### src/rtl/tx_ds_pkg.sv
// ---------------------------------------------------------------------------
// tx_ds_pkg
// Shared definitions for the DS link transmit scheduler:
//   - control-code values carried in dat_o[1:0] when lchar_o is high
//   - scheduler state encoding
//   - default credit ceiling and per-FCT credit step
//   - helper that widens a 2-bit control code to a full output byte
// ---------------------------------------------------------------------------
package tx_ds_pkg;

    localparam int CREDIT_W         = 6;
    localparam int CREDIT_MAX_DEF   = 56;
    localparam int CREDIT_STEP_DEF  = 8;

    localparam logic [1:0] CODE_FCT = 2'b00;
    localparam logic [1:0] CODE_EOP = 2'b01;
    localparam logic [1:0] CODE_EEP = 2'b10;
    localparam logic [1:0] CODE_ESC = 2'b11;

    typedef enum logic [1:0] {
        ST_IDLE     = 2'd0,
        ST_ESC_NULL = 2'd1,
        ST_ESC_TIME = 2'd2
    } sched_state_t;

    // Control characters always carry zeros above the 2-bit code.
    function automatic logic [7:0] ctrl_byte(input logic [1:0] code);
        return {6'b000000, code};
    endfunction

endpackage

### src/rtl/tx_ds_credit.sv
// ---------------------------------------------------------------------------
// tx_ds_credit
// Transmit credit counter with sticky overflow flag.
// Ports:
//   TxClk, TxReset_n   clock, async active-low reset
//   credit_add         one-cycle pulse: far end granted CREDIT_STEP more N-chars
//   credit_take        one-cycle pulse: an N-char was issued (consumes one)
//   credit             current credit count
//   credit_err         set when a grant would exceed CREDIT_MAX; held until reset
// ---------------------------------------------------------------------------
module tx_ds_credit
    import tx_ds_pkg::*;
#(
    parameter int CREDIT_MAX  = CREDIT_MAX_DEF,
    parameter int CREDIT_STEP = CREDIT_STEP_DEF
) (
    input  logic                TxClk,
    input  logic                TxReset_n,
    input  logic                credit_add,
    input  logic                credit_take,
    output logic [CREDIT_W-1:0] credit,
    output logic                credit_err
);

    logic [CREDIT_W:0] credit_net;
    logic              add_overflow;

    // Net result of a grant combined with a same-cycle issue. One extra bit
    // keeps the sum from wrapping before it is compared to the ceiling.
    // credit_take only arrives with credit > 0, so the subtraction never
    // goes below zero.
    always_comb begin
        credit_net   = {1'b0, credit} + (CREDIT_W+1)'(CREDIT_STEP)
                       - {{CREDIT_W{1'b0}}, credit_take};
        add_overflow = credit_add && (credit_net > (CREDIT_W+1)'(CREDIT_MAX));
    end

    // A rejected grant leaves the count alone except for a character that
    // really went out in the same cycle, which must still be paid for.
    always_ff @(posedge TxClk or negedge TxReset_n) begin
        if (!TxReset_n) begin
            credit     <= '0;
            credit_err <= 1'b0;
        end else begin
            if (credit_add && !add_overflow) begin
                credit <= credit_net[CREDIT_W-1:0];
            end else if (credit_take) begin
                credit <= credit - 1'b1;
            end
            if (add_overflow) begin
                credit_err <= 1'b1;
            end
        end
    end

endmodule

### src/rtl/tx_ds_sched.sv
// ---------------------------------------------------------------------------
// tx_ds_sched
// Chooses the next character for the DS character transmitter.
// Ports:
//   TxClk, TxReset_n             clock, async active-low reset
//   null_en_i/fct_en_i/dat_en_i  link-state gates for NULL, FCT, data/time
//   fct_req_i / fct_ack_o        FCT request level / issue pulse
//   time_valid_i, time_i         time-code request level and byte
//   time_ack_o                   pulse when the time byte goes out
//   dat_valid_i, dat_i           N-char request level and 9-bit N-char
//   dat_ready_o                  pop strobe when the N-char goes out
//   credit_add_i                 FCT received by far end
//   credit_o, credit_err_o       credit count and sticky overflow
//   valid_o, dat_o, lchar_o      registered character to the transmitter
//   ready_i                      transmitter idle
// ---------------------------------------------------------------------------
module tx_ds_sched
    import tx_ds_pkg::*;
#(
    parameter int CREDIT_MAX  = CREDIT_MAX_DEF,
    parameter int CREDIT_STEP = CREDIT_STEP_DEF
) (
    input  logic                TxClk,
    input  logic                TxReset_n,
    input  logic                null_en_i,
    input  logic                fct_en_i,
    input  logic                dat_en_i,
    input  logic                fct_req_i,
    output logic                fct_ack_o,
    input  logic                time_valid_i,
    input  logic [7:0]          time_i,
    output logic                time_ack_o,
    input  logic                dat_valid_i,
    input  logic [8:0]          dat_i,
    output logic                dat_ready_o,
    input  logic                credit_add_i,
    output logic [CREDIT_W-1:0] credit_o,
    output logic                credit_err_o,
    output logic                valid_o,
    output logic [7:0]          dat_o,
    output logic                lchar_o,
    input  logic                ready_i
);

    sched_state_t state, state_next;

    logic [7:0] time_q;
    logic       time_load;
    logic       credit_take;
    logic       can_issue;
    logic       time_go, fct_go, dat_go;

    logic       valid_next, lchar_next;
    logic [7:0] dat_next;
    logic       fct_ack_next, time_ack_next, dat_ready_next;

    tx_ds_credit #(
        .CREDIT_MAX  (CREDIT_MAX),
        .CREDIT_STEP (CREDIT_STEP)
    ) u_credit (
        .TxClk       (TxClk),
        .TxReset_n   (TxReset_n),
        .credit_add  (credit_add_i),
        .credit_take (credit_take),
        .credit      (credit_o),
        .credit_err  (credit_err_o)
    );

    // Gating on valid_o forces at least one idle cycle between characters,
    // which also gives the transmitter time to drop ready_i.
    always_comb begin
        can_issue = !valid_o && ready_i;
        time_go   = time_valid_i && dat_en_i;
        fct_go    = fct_req_i && fct_en_i;
        dat_go    = dat_valid_i && dat_en_i && (credit_o != '0);
    end

    // Next-state and next-character selection. The ESC states finish their
    // second character unconditionally so a NULL or time-code is never split.
    always_comb begin
        state_next     = state;
        valid_next     = 1'b0;
        dat_next       = 8'h00;
        lchar_next     = 1'b0;
        fct_ack_next   = 1'b0;
        time_ack_next  = 1'b0;
        dat_ready_next = 1'b0;
        time_load      = 1'b0;
        credit_take    = 1'b0;

        if (can_issue) begin
            case (state)
                ST_IDLE: begin
                    if (time_go) begin
                        valid_next = 1'b1;
                        lchar_next = 1'b1;
                        dat_next   = ctrl_byte(CODE_ESC);
                        time_load  = 1'b1;
                        state_next = ST_ESC_TIME;
                    end else if (fct_go) begin
                        valid_next   = 1'b1;
                        lchar_next   = 1'b1;
                        dat_next     = ctrl_byte(CODE_FCT);
                        fct_ack_next = 1'b1;
                    end else if (dat_go) begin
                        valid_next     = 1'b1;
                        dat_ready_next = 1'b1;
                        credit_take    = 1'b1;
                        if (dat_i[8]) begin
                            lchar_next = 1'b1;
                            dat_next   = ctrl_byte(dat_i[0] ? CODE_EEP : CODE_EOP);
                        end else begin
                            dat_next   = dat_i[7:0];
                        end
                    end else if (null_en_i) begin
                        valid_next = 1'b1;
                        lchar_next = 1'b1;
                        dat_next   = ctrl_byte(CODE_ESC);
                        state_next = ST_ESC_NULL;
                    end
                end
                ST_ESC_NULL: begin
                    valid_next = 1'b1;
                    lchar_next = 1'b1;
                    dat_next   = ctrl_byte(CODE_FCT);
                    state_next = ST_IDLE;
                end
                ST_ESC_TIME: begin
                    valid_next    = 1'b1;
                    dat_next      = time_q;
                    time_ack_next = 1'b1;
                    state_next    = ST_IDLE;
                end
                default: begin
                    state_next = ST_IDLE;
                end
            endcase
        end
    end

    // State, latched time byte and the registered character interface.
    always_ff @(posedge TxClk or negedge TxReset_n) begin
        if (!TxReset_n) begin
            state       <= ST_IDLE;
            time_q      <= 8'h00;
            valid_o     <= 1'b0;
            dat_o       <= 8'h00;
            lchar_o     <= 1'b0;
            fct_ack_o   <= 1'b0;
            time_ack_o  <= 1'b0;
            dat_ready_o <= 1'b0;
        end else begin
            state       <= state_next;
            if (time_load) begin
                time_q <= time_i;
            end
            valid_o     <= valid_next;
            dat_o       <= dat_next;
            lchar_o     <= lchar_next;
            fct_ack_o   <= fct_ack_next;
            time_ack_o  <= time_ack_next;
            dat_ready_o <= dat_ready_next;
        end
    end

endmodule

### config.mk
export PLATFORM = sky130hd
export DESIGN_NAME = tx_ds_sched
export DESIGN_NICKNAME = d
export VERILOG_FILES = /design/src/rtl/tx_ds_pkg.sv /design/src/rtl/tx_ds_credit.sv /design/src/rtl/tx_ds_sched.sv
export SDC_FILE = /design/constraint.sdc
export NUM_CORES = 1
export LEC_CHECK = 0
export BUFFER_PORTS_ARGS = -buffer_cell sky130_fd_sc_hd__buf_2
export CORE_MARGIN = 2
export CORE_UTILIZATION = 47
export DETAILED_ROUTE_END_ITERATION = 12
export HOLD_SLACK_MARGIN = 0.02
export PLACE_DENSITY = 0.76
export SYNTH_ARGS = -nofsm -noshare
export SYNTH_HDL_FRONTEND = slang
export SYNTH_SLANG_ARGS = --single-unit
### constraint.sdc
create_clock -name TxClk -period 3.4 [get_ports TxClk]
set_input_delay 0.68 -clock TxClk [delete_from_list [all_inputs] [get_ports TxClk]]
set_output_delay 0.68 -clock TxClk [all_outputs]
set_load 0.01 [all_outputs]
Yosys cells after proc, flatten, opt, wreduce, memory -nomap -nowiden

Index checks and enable logic that the tools add are counted.

Bits of input ports: 27
Register bits after elaboration: 30
Logic and storage cells: 74

Reductions and logical operators: 14
Add/sub/neg operators: 3
Muxes and demuxes: 41
Equality and inequality tests: 5
Magnitude comparators: 1

Operator list:

| cell                                                           | count |
|---|---|
| two-way mux 8 bit                                              | 5 |
| two-way mux 1 bit                                              | 24 |
| case mux 8 bit (2 select lines)                                | 1 |
| two-way mux 2 bit                                              | 7 |
| two-way mux 6 bit                                              | 2 |
| inequality test 3 bit (second input constant)                  | 3 |
| adder 6 x 4 -> 7 bit (second input constant)                   | 1 |
| greater-than comparator 7 x 6 -> 1 bit (second input constant) | 1 |
| logical AND 1 bit                                              | 7 |
| subtractor 7 x 1 -> 7 bit                                      | 1 |
| nonzero test 6 bit                                             | 1 |
| subtractor 6 x 1 -> 6 bit (second input constant)              | 1 |
| case mux 1 bit (2 select lines)                                | 2 |
| AND reduction 4 bit                                            | 1 |
| == test 2 x 1 -> 1 bit (second input constant)                 | 1 |
| == test 2 bit (second input constant)                          | 1 |
| logical NOT 1 bit                                              | 2 |
| logical NOT 2 bit                                              | 1 |
| nonzero test 2 bit                                             | 1 |
| OR reduction 2 bit                                             | 1 |

Longest topological paths before layout

Depth in word-level cells: 13
Mapped depth: 15

Cells and area by module

A second synthesis with hierarchy kept.

Cells, all modules: 140
Area, all modules: 1656.6 µm²

Modules (own cells, without submodules):

| module       | area an instance (µm²) | cells an instance | times used |
|---|---|---|---|
| tx_ds_sched  | 1031.0                 | 81                | 1 |
| tx_ds_credit | 625.6                  | 59                | 1 |

Worst setup path after synthesis

Ideal clock, no wire load.

Path type: register to register
From: register u_credit.credit[1]
To: register u_credit.credit[1]
Path buffers: 1
Arrival time: 3611 ps
Required time: 3275 ps
Slack: -336 ps
Cell stages (with the launch flop): 16
Clock period less this slack: 3736 ps
Cell sequence: dfrtp_1 > inv_1 > ha_1 > nand3_1 > nand3_1 > nor3_2 > ha_1 > inv_1 > ha_1 > fa_1 > a211oi_2 > xnor2_1 > a2111oi_4 > and3b_1 > buf_6 > mux2_4

Cells in the longest elaborated chain, start to end: 13

RTL lines:

| what                                                    | line               | text |
|---|---|---|
| start: declaration                                      | tx_ds_credit.sv:21 | `output logic [CREDIT_W-1:0] credit,` |
| start signal: assignment                                | tx_ds_credit.sv:46 | `credit <= credit_net[CREDIT_W-1:0];` |
| start signal: assignment                                | tx_ds_credit.sv:48 | `credit <= credit - 1'b1;` |
| nonzero test 6 bit *                                    | tx_ds_sched.sv:75  | `dat_go = dat_valid_i && dat_en_i && (credit_o != '0);` |
| logical AND 1 bit *                                     | tx_ds_sched.sv:75  |  |
| two-way mux 1 bit *                                     | tx_ds_sched.sv:105 | `end else if (dat_go) begin` |
| two-way mux 1 bit *                                     | tx_ds_sched.sv:100 | `end else if (fct_go) begin` |
| two-way mux 1 bit *                                     | tx_ds_sched.sv:94  | `if (time_go) begin` |
| two-way mux 1 bit *                                     | tx_ds_sched.sv:92  | `case (state)` |
| two-way mux 1 bit *                                     | tx_ds_sched.sv:91  | `if (can_issue) begin` |
| net credit_take                                         | tx_ds_sched.sv:49  | `logic credit_take;` |
| subtractor 7 x 1 -> 7 bit                               | tx_ds_credit.sv:34 | `- {{CREDIT_W{1'b0}}, credit_take};` |
| greater-than comparator 7 x 6 -> 1 bit                  | tx_ds_credit.sv:35 | `add_overflow = credit_add && (credit_net > (CREDIT_W+1)'(CREDIT_MAX));` |
| logical AND 1 bit                                       | tx_ds_credit.sv:35 |  |
| logical NOT 1 bit                                       | tx_ds_credit.sv:45 | `if (credit_add && !add_overflow) begin` |
| logical AND 1 bit                                       | tx_ds_credit.sv:45 |  |
| two-way mux 6 bit or nonzero test 2 bit (tied branches) | n/a                |  |

Mark *: on every way through the listed nets, which the timed path passes. The rest lies on a longest branch. The select of a mux whose other input is x is not followed.
A chain may end at the register's enable or synchronous reset.

Worst setup path in the final report

From: register u_credit.credit[2]
To: register u_credit.credit[3]

The elaborated chain is that of the path after synthesis.

==> flow_summary.json <==
{
  "outcome": "finished, final reports clean",
  "grt_pass1_wl_um": 6189,
  "drt-initial-drc-count": 59,
  "numCtsBuffers": 5,
  "clk_pin_slew_worst_paths_ns": 0.10,
  "synth-seq-area-share_pct": 44.05,
  "wl_per_cell_um": 13.80,
  "nFillCells": 279,
  "regArea_um2": 754.5,
  "cts_buffer_depth": 2,
  "overflow": 0,
  "via_per_inst": 5.060,
  "dpl.hpwl_um": 2781,
  "rsz0062_at_grt": "false",
  "drc": 0,
  "finalNetCount": 264,
  "ant_nets": 0,
  "synth_area_leaders": "dfrtp_1, ha_1, mux2_2, xnor2_1, nor2_1",
  "cap_violations": 0,
  "yosys.area_share.simple_pct": 12.56,
  "cts_tree": "done",
  "cts_sinks": 30,
  "syn-num-nets": 199,
  "synth_top_area_cell": "dfrtp_1",
  "syn_to_final_growth_pct": 30.76,
  "ir_drop_uv": 623.6,
  "max_freq_mhz": 309.5,
  "powerDensity_nw_per_um2": 931.9,
  "synth_seq_cells": 30,
  "slew_violations": 0,
  "synth_flop_cell": "dfrtp_1",
  "reg2reg_slack_ns": 0.17,
  "yosys_warnings": 0,
  "die-area_um2": 4124,
  "fp-row-count": 21,
  "cp_max_fo": 6,
  "htreeDepth": 2,
  "ios": 47,
  "dpl_cell_area_um2": 2058,
  "firstDrtPassIters": 4,
  "final_area_um2": 2228,
  "place.gp.congestion": 0.9204,
  "min_period_ns": 3.231,
  "vias": 1346,
  "synth_edf_count": 0,
  "ys_async_sr_fraction_pct": 100.0,
  "muxShareOfSynthArea_pct": 10.06,
  "required_ns": 3.60,
  "r2r_end": "u_credit.credit[3]",
  "numPortBuffers": 46,
  "initial_core_util_pct": 49.89,
  "multi_input_area_um2": 975.9,
  "crit_arrival_ns": 3.43,
  "fp.dieH_um": 64.22,
  "ys_types": 35,
  "routed_wl_um": 3671,
  "synth.top_cell.area_share_pct": 44.05,
  "synth_xor_area_share_pct": 5.140,
  "final_layout_size_suffix_gt1_share_pct": 46.82,
  "cp_cell_sequence": "inv_2 -> ha_2 -> nand3_4 -> nand3_4 -> nor3_4 -> ha_2 -> inv_1 -> ha_2 -> fa_2 -> a211oi_4 -> xnor2_2 -> a2111oi_4 -> and3b_2 -> buf_4 -> mux2i_1",
  "hold_viol_final": 0,
  "tightest_slew_ns": 0.6959,
  "clock_latency_ns": 0.32,
  "fin_hold_ws_ns": 0.3773,
  "endpoint_kind": "flip-flop",
  "coreArea_um2": 3416,
  "final_core_util_pct": 65.24,
  "synth_cells": 154,
  "fin_skew_ns": 0.008032,
  "fin_tns_setup_ns": 0,
  "hold_path_class": "in2async",
  "post-route-period-util_pct": 95.02,
  "max_stage_delay_ns": 0.43,
  "cts_root_buf": "clkbuf_4",
  "synth_top_family_by_area": "adder cells",
  "antenna_found_initial": 0,
  "grt.total_usage_pct": 19.63,
  "synth_fa_ha_area_share_pct": 13.66,
  "diodes": 0,
  "p_leak_nw": 1.063,
  "path_class": "reg2reg",
  "netlist_area_um2": 1704,
  "avgSynthCellArea_um2": 11.07,
  "grt_max_degree": 31,
  "synth_compound_area_share_pct": 11.45,
  "slowest_stage": "fa_2",
  "critPathLaunchType": "flip-flop",
  "die_x_um": 64.22,
  "grt_pass1_vias": 1292,
  "reg2regPathDepth": 15,
  "cp_common_cell": "ha_2",
  "slew_headroom_pct": 53.44,
  "r2r-start": "u_credit.credit[2]",
  "setup_viol": 0
}
[per-stage QoR]
step	setup WS, ns	power [mW]	cells
after floorplan	0.06149	1.441	154
after global placement	0.1313	1.663	248
after detailed placement	0.04844	1.701	248
after CTS	0.07843	1.929	256
after global routing	0.008050	2.247	266
final	0.1692	2.077	266
[cells in the mapped netlist (2+ instances only)]
library cell and count:
a21oi_1 9, a22oi_1 6, a32oi_1 2, and2_1 2, clkbuf_1 2, dfrtp_1 30
ha_1 17, inv_1 8, mux2_2 9, mux2_4 2, mux2i_1 4, nand2_1 8
nand2b_1 4, nand3_1 5, nand4_1 2, nor2_1 15, o21ai_0 3, xnor2_1 9
[area by class of cell]
class / count / share of cell area (%)
Sequential cell: 30 / 33.86
Timing Repair Buffer: 61 / 15.38
Clock inverter: 2 / 0.5615
Tap cell: 46 / 2.583
Multi-Input combinational cell: 112 / 43.80
Clock buffer: 6 / 2.302
Inverter: 9 / 1.516
[repair_timing]
action | CTS | global route
buffers inserted | 0 | 10
hold buffers | 0 | 0
endpoints found under the setup margin | 0 | 6
resized for setup | 0 | 7
[cell families after synthesis]
kind of cell | after synthesis
flip-flops | 30
multiplexers | 15
AND/OR/NAND/NOR | 42
adder cells (fa/ha/maj) | 18
AO/OA/AOI/OAI | 27
buffers and inverters | 12
XOR/XNOR | 10
[placed cells by master (no fill, tap or decap), types with 4 or more instances in the layout]
cell      Yosys  layout
inv_1         8       6
nand2_1       8       6
nand2b_1      4       4
xnor2_1       9       8
clkbuf_4      0       5
ha_1         17      12
mux2_2        9       9
mux2i_1       4       4
buf_2         0      46
a22oi_1       6       6
dfrtp_1      30      27
nor2_1       15      15
ha_2          0       5
a21oi_1       9       9
buf_4         0      15
[flip-flops by register name, summed over array words and instances, names as in the netlist]
name	flops
fct_ack_o	1
valid_o	1
dat_o	8
state	2
lchar_o	1
time_ack_o	1
u_credit.credit_err	1
u_credit.credit	6
dat_ready_o	1
time_q	8
[layer usage]
metal	routed length [um]	global-route usage [%]	share of wire [%]	vias to the layer above
met5	0	0	0	-
met3	232	5.106	6.3	7
li1	-	-	-	664
met4	69	7.713	1.9	0
met1	1662	27.59	45	635
met2	1707	29.04	46	40
[worst max-delay path: cells and delay by family (launching register included)]
family | cells | cell delay (ns)
buffers and inverters | 3 | 0.30
AOI/OAI and AO/OA | 2 | 0.48
adders and majority gates | 4 | 1.01
and+or+nand+nor | 4 | 0.68
xor gates and xnor gates | 1 | 0.12
muxes | 1 | 0.13
DFF | 1 | 0.41
[report_power, final]
part           total [mW]  switching, mW  internal, mW
registers           0.586         0.0959         0.490
logic                1.27          0.634         0.634
clock network       0.223          0.124        0.0993
[worst max path at each step]
stage / startpoint / endpoint / cells past startpoint
6_report: u_credit.credit[2] / u_credit.credit[3] / 15
5_1_grt: u_credit.credit[4] / u_credit.credit[3] / 15
4_1_cts: u_credit.credit[5] / u_credit.credit[3] / 15
3_5_place_dp: ready_i / u_credit.credit[3] / 14
3_3_place_gp: ready_i / u_credit.credit[2] / 13
2_1_floorplan: ready_i / u_credit.credit[1] / 13
No activity file was read; power rests on OpenSTA's default activity.
